--- config.mk ---
export PLATFORM = sky130hd
export DESIGN_NAME = phy_link_ctrl
export DESIGN_NICKNAME = d
export VERILOG_FILES = /design/src/rtl/phy_link_ctrl.sv
export SDC_FILE = /design/constraint.sdc
export NUM_CORES = 1
export LEC_CHECK = 0
export BUFFER_PORTS_ARGS = -buffer_cell sky130_fd_sc_hd__buf_2
export CAP_MARGIN = 15
export CELL_PAD_IN_SITES_DETAIL_PLACEMENT = 0
export CELL_PAD_IN_SITES_GLOBAL_PLACEMENT = 1
export CORE_UTILIZATION = 46
export CTS_BUF_LIST = sky130_fd_sc_hd__clkbuf_8
export DETAILED_ROUTE_END_ITERATION = 10
export PLACE_DENSITY_LB_ADDON = 0.3
export SYNTH_ARGS = -nofsm -noshare
export SYNTH_HDL_FRONTEND = slang
export SYNTH_SLANG_ARGS = --single-unit
--- constraint.sdc ---
create_clock -name clk_ref_i -period 3.79 [get_ports clk_ref_i]
set_clock_uncertainty 0.15 [all_clocks]
set_input_delay 0.379 -clock clk_ref_i [delete_from_list [all_inputs] [get_ports clk_ref_i]]
set_output_delay 0.379 -clock clk_ref_i [all_outputs]
set_load 0.1 [all_outputs]
--- src/rtl/phy_link_ctrl.sv ---
// rtl/phy_link_ctrl.sv - PCS passthrough with controlled link-down / restore sequencing
module phy_link_ctrl #(
  parameter int g_drain_timeout = 4096,
  parameter int g_hold_width    = 16
) (
  input  logic                    clk_ref_i,
  input  logic                    rst_i,
  input  logic [15:0]             tx_data_i,
  input  logic [1:0]              tx_k_i,
  output logic [15:0]             rx_data_o,
  output logic [1:0]              rx_k_o,
  input  logic                    link_down_req_i,
  input  logic                    link_up_req_i,
  input  logic                    auto_up_i,
  input  logic [g_hold_width-1:0] hold_cycles_i,
  output logic                    link_up_o,
  output logic                    busy_o,
  output logic [g_hold_width-1:0] down_cnt_o,
  output logic                    req_ignored_o,
  output logic                    drain_tmo_o
);

  // Drain counter spans 0 .. g_drain_timeout-1; the last value marks the final DRAIN cycle.
  localparam int                    DW         = $clog2(g_drain_timeout + 1);
  localparam logic [DW-1:0]         DRAIN_LAST = DW'(g_drain_timeout - 1);
  localparam logic [DW-1:0]         DRAIN_ONE  = DW'(1);
  localparam logic [g_hold_width-1:0] HOLD_ONE = g_hold_width'(1);
  localparam logic [15:0]           IDLE_DATA  = 16'h00BC;
  localparam logic [1:0]            IDLE_K     = 2'b01;

  typedef enum logic [2:0] {
    ST_UP,
    ST_DRAIN,
    ST_DOWN,
    ST_WAIT_UP,
    ST_RESTORE
  } state_t;

  state_t                  state;
  logic [DW-1:0]           drain_cnt;
  logic [g_hold_width-1:0] hold_cnt;
  logic [g_hold_width-1:0] hold_lat;
  logic                    auto_lat;
  logic                    tx_idle;
  logic                    drain_done;

  assign tx_idle    = (tx_k_i == IDLE_K) && (tx_data_i[7:0] == 8'hBC);
  assign drain_done = tx_idle || (drain_cnt == DRAIN_LAST);

  // Link sequencer: state, datapath mux and all status outputs are registered together.
  always_ff @(posedge clk_ref_i) begin
    if (rst_i) begin
      state         <= ST_UP;
      rx_data_o     <= IDLE_DATA;
      rx_k_o        <= IDLE_K;
      link_up_o     <= 1'b1;
      busy_o        <= 1'b0;
      down_cnt_o    <= '0;
      req_ignored_o <= 1'b0;
      drain_tmo_o   <= 1'b0;
      drain_cnt     <= '0;
      hold_cnt      <= '0;
      hold_lat      <= '0;
      auto_lat      <= 1'b0;
    end else begin
      req_ignored_o <= 1'b0;
      drain_tmo_o   <= 1'b0;
      case (state)
        ST_UP: begin
          rx_data_o <= tx_data_i;
          rx_k_o    <= tx_k_i;
          if (link_up_req_i) req_ignored_o <= 1'b1;
          if (link_down_req_i) begin
            hold_lat  <= hold_cycles_i;
            auto_lat  <= auto_up_i;
            drain_cnt <= '0;
            state     <= ST_DRAIN;
            busy_o    <= 1'b1;
          end
        end
        ST_DRAIN: begin
          if (link_down_req_i || link_up_req_i) req_ignored_o <= 1'b1;
          if (drain_done) begin
            // Cut over on the idle boundary, or forcibly (mid-frame) once the budget is spent.
            rx_data_o   <= IDLE_DATA;
            rx_k_o      <= IDLE_K;
            drain_tmo_o <= ~tx_idle;
            state       <= ST_DOWN;
            hold_cnt    <= hold_lat;
            link_up_o   <= 1'b0;
            if (down_cnt_o != '1) down_cnt_o <= down_cnt_o + HOLD_ONE;
          end else begin
            rx_data_o <= tx_data_i;
            rx_k_o    <= tx_k_i;
            drain_cnt <= drain_cnt + DRAIN_ONE;
          end
        end
        ST_DOWN: begin
          rx_data_o <= IDLE_DATA;
          rx_k_o    <= IDLE_K;
          if (link_down_req_i || link_up_req_i) req_ignored_o <= 1'b1;
          // Zero is checked before decrementing so a hold of N gives N+1 DOWN cycles.
          if (hold_cnt == '0) begin
            state <= auto_lat ? ST_RESTORE : ST_WAIT_UP;
          end else begin
            hold_cnt <= hold_cnt - HOLD_ONE;
          end
        end
        ST_WAIT_UP: begin
          rx_data_o <= IDLE_DATA;
          rx_k_o    <= IDLE_K;
          if (link_down_req_i) req_ignored_o <= 1'b1;
          if (link_up_req_i) state <= ST_RESTORE;
        end
        ST_RESTORE: begin
          if (link_down_req_i || link_up_req_i) req_ignored_o <= 1'b1;
          if (tx_idle) begin
            // Reopen on an idle word so the switch port never sees a partial frame.
            rx_data_o <= tx_data_i;
            rx_k_o    <= tx_k_i;
            link_up_o <= 1'b1;
            busy_o    <= 1'b0;
            state     <= ST_UP;
          end else begin
            rx_data_o <= IDLE_DATA;
            rx_k_o    <= IDLE_K;
          end
        end
        default: begin
          state     <= ST_UP;
          busy_o    <= 1'b0;
          link_up_o <= 1'b1;
        end
      endcase
    end
  end

endmodule

==> results.py <==
metrics = {
    "placed_design": {
        "pre_cts_ws_ns": 0.781,
        "place_inst": 682,
        "gp_congestion": 0.836,
        "port_buffers": 76,
        "place_area_um2": 4660,
        "dp_hpwl_um": 7560,
    },
    "yosys": {
        "ys.flop_type": "dfxtp_1",
        "synth-edff-count": 0,
        "synth_top_area_cell": "dfxtp_1",
        "synth_most_common_cell": "dfxtp_1",
        "syn_inst": 522,
        "synth_area_um2": 4210,
        "synth_commonest_cells": "dfxtp_1 (87), nand2_1 (80), a21oi_1 (65)",
        "syn-num-nets": 564,
        "ys_types": 64,
        "synthTopCellsByArea": "dfxtp_1 (41%), a21oi_1 (7.7%), nand2_1 (7.1%), nor2_1 (3.8%), o32ai_1 (2.9%)",
        "ys_seq_area_share_pct": 41.3,
        "ys_async_sr_fraction_pct": 0,
        "syn_area_per_cell_um2": 8.07,
        "synth_top_area_share_pct": 41.3,
        "ys_seq_elements": 87,
        "ys_warn_count": 0,
    },
    "timing": {
        "min_period_over_period_pct": 81.1,
        "hold_violations": 0,
        "tightest_slew_ns": 0.891,
        "setup_tns_ns": 0,
        "fin_crit_ns": 3.07,
        "fmax_mhz": 325,
        "rsz0062_at_grt": "false",
        "setup_viol": 0,
        "maxSlewHeadroom_pct": 40.5,
        "fin_ws_ns": 0.717,
        "maxSlewViolCount": 0,
    },
    "global_routing": {
        "grt_pass1_wl_um": 18100,
        "grt_pass1_vias": 3740,
        "gr-total-overflow": 0,
        "grt_usage_pct": 23.4,
        "grt_max_degree": 44,
        "antenna_found_initial": 0,
    },
    "finish": {
        "layout.cells.non_filler": 699,
        "finish.utilization_pct": 55.2,
        "fillers": 842,
        "finalNetCount": 628,
        "drive_above_1_share_pct": 19.6,
        "area_growth_pct": 15.5,
        "antennaDiodeCount": 0,
        "final_area_um2": 4860,
    },
    "pwr": {
        "leakagePower_nw": 1.91,
        "ir_worst_vdd_uv": 330,
        "powerDensity_nw_per_um2": 534,
    },
    "floorplan": {
        "ioPinCount": 77,
        "die_w_um": 97.7,
        "rows": 34,
        "core_area_um2": 8810,
        "die-area_um2": 9550,
        "start_util_pct": 47.8,
        "dieHeight_um": 97.7,
    },
    "clock_network": {
        "clock_latency_ns": 0.37,
        "cts.clk_slew.worst_paths_ns": 0.11,
        "htree_levels": 3,
        "cts_setup_buffers": 0,
        "numCtsBuffers": 9,
        "cts_tree": "built",
        "cts_root_buf": "clkbuf_8",
        "clock_sinks": 87,
        "cts_resized": 0,
        "cts.path.max_buffers": 2,
        "cts.hold.buffers_added": 0,
    },
    "setup_path": {
        "crit_family": "simple AND/OR/NAND/NOR gates",
        "ff2ff_path_depth": 8,
        "cp_num_cells": 8,
        "cp-start-kind": "register",
        "crit_path_top_delay_cell": "or4_1",
        "critPathMaxFanout": 7,
        "cp-end-kind": "register",
        "reg2reg_from": "hold_cnt[0]$_SDFFE_PP0P_",
        "r2r-end": "hold_cnt[7]$_SDFFE_PP0P_",
        "slowest_delay_ns": 0.66,
        "worstPathArrival_ns": 3.16,
        "critPathLaunch": "hold_cnt[0]$_SDFFE_PP0P_",
        "endpoint": "hold_cnt[7]$_SDFFE_PP0P_",
        "required_ns": 3.88,
        "crit_path_cell_trace": "inv_1 > ha_1 > or3b_1 > or4_1 > o21a_1 > nor2_1 > buf_4 > o32ai_1",
        "path_buf_inv": 2,
        "worstSetupPathType": "reg -> reg",
        "reg2reg_slack_ns": 0.72,
    },
    "route": {
        "drt_first_iter_violations": 270,
        "wl_per_cell_um": 15.7,
        "drtAntennaViolNets": 0,
        "wl_um": 11000,
        "first_pass_iters": 8,
        "route.detailed.drc": 6,
        "num_vias": 4159,
        "viasPerCell": 5.95,
    },
    "run": {
        "max_cap_violations": 0,
    },
    "status": {
        "outcome": "complete, but fails checks",
        "violations": "design-rule violations",
    },
    "worst_hold_path": {
        "hp-class": "in -> reg",
    },
}
-- worst min-delay path by stage --
| stage | startpoint | end | slack (ns) | cells after the start |
|---|---|---|---|---|
| 6_report | hold_cycles_i[15] | hold_lat[15]$_SDFFE_PP0P_ | 0.08 | 3 |
| 3_5_place_dp | hold_cnt[15]$_SDFFE_PP0P_ | hold_cnt[15]$_SDFFE_PP0P_ | 0.30 | 2 |
| 3_3_place_gp | hold_lat[0]$_SDFFE_PP0P_ | hold_lat[0]$_SDFFE_PP0P_ | 0.30 | 2 |
| 5_1_grt | hold_cycles_i[14] | hold_lat[14]$_SDFFE_PP0P_ | 0.07 | 3 |
| 4_1_cts | hold_cycles_i[0] | hold_lat[0]$_SDFFE_PP0P_ | 0.07 | 3 |
| 2_1_floorplan | hold_cnt[15]$_SDFFE_PP0P_ | hold_cnt[15]$_SDFFE_PP0P_ | 0.28 | 2 |
-- report_power, final --
group / internal (mW) / total, mW / switching (mW)
Clock: 0.260 / 0.648 / 0.388
Combinational: 0.225 / 0.867 / 0.642
Sequential: 0.998 / 1.08 / 0.0824
Total: 1.48 / 2.60 / 1.11
-- per-layer routing --
metal	track usage (%)	vias up	share of wire, %
li1	-	2087	-
met1	32.8	1935	48
met2	35.6	131	45
met3	6.33	6	6.5
met4	5.59	0	0.65
met5	0	-	0
-- per-stage QoR --
stage	total power, mW	hold WS (ns)
final	2.60	0.0816
after CTS	2.61	0.0674
after floorplan	1.77	0.284
after global routing	2.74	0.0737
after detailed placement	1.97	0.303
after global placement	1.95	0.296
-- cells in the final DEF, fill, tap and decap left out, drive strengths merged, types with 14 or more instances in the layout --
cell type / instances
a21oi: 65
o32ai: 14
nor2: 43
or3: 14
buf: 88
dfxtp: 87
o21ai: 19
nand2: 80
or4: 15
nand3: 17
-- worst register-to-register path, stage by stage (launching register included) --
cell,delay (ns)
dfxtp_1,0.35
inv_1,0.08
ha_1,0.19
or3b_1,0.44
or4_1,0.66
o21a_1,0.28
nor2_1,0.44
buf_4,0.26
o32ai_1,0.09
-- cells by family after synthesis --
logic type	Yosys count	share of synthesized area, %
AO/OA/AOI/OAI	155	24.4
XOR/XNOR	2	0.416
adder cells (fa/ha/maj)	3	0.891
buffers and inverters	44	4.54
flip-flops	87	41.3
multiplexers	6	1.46
AND/OR/NAND/NOR	225	27.0
-- flip-flops by register name (all words and copies together) (netlist names), 2 cells and up --
signal,flops
rx_k_o,2
hold_cnt,16
state,3
rx_data_o,16
down_cnt_o,16
drain_cnt,13
hold_lat,16
-- area by class of cell --
type / count / area (um2) / area share, %
clock buffers: 9 / 124 / 2.55
clock inverters: 7 / 70.1 / 1.44
inverters: 9 / 33.8 / 0.694
multi-input cells: 391 / 2290 / 47.0
flip-flops and latches: 87 / 1740 / 35.8
well taps: 108 / 135 / 2.78
repair buffers: 88 / 474 / 9.75
No activity file was read; power rests on OpenSTA's default activity.
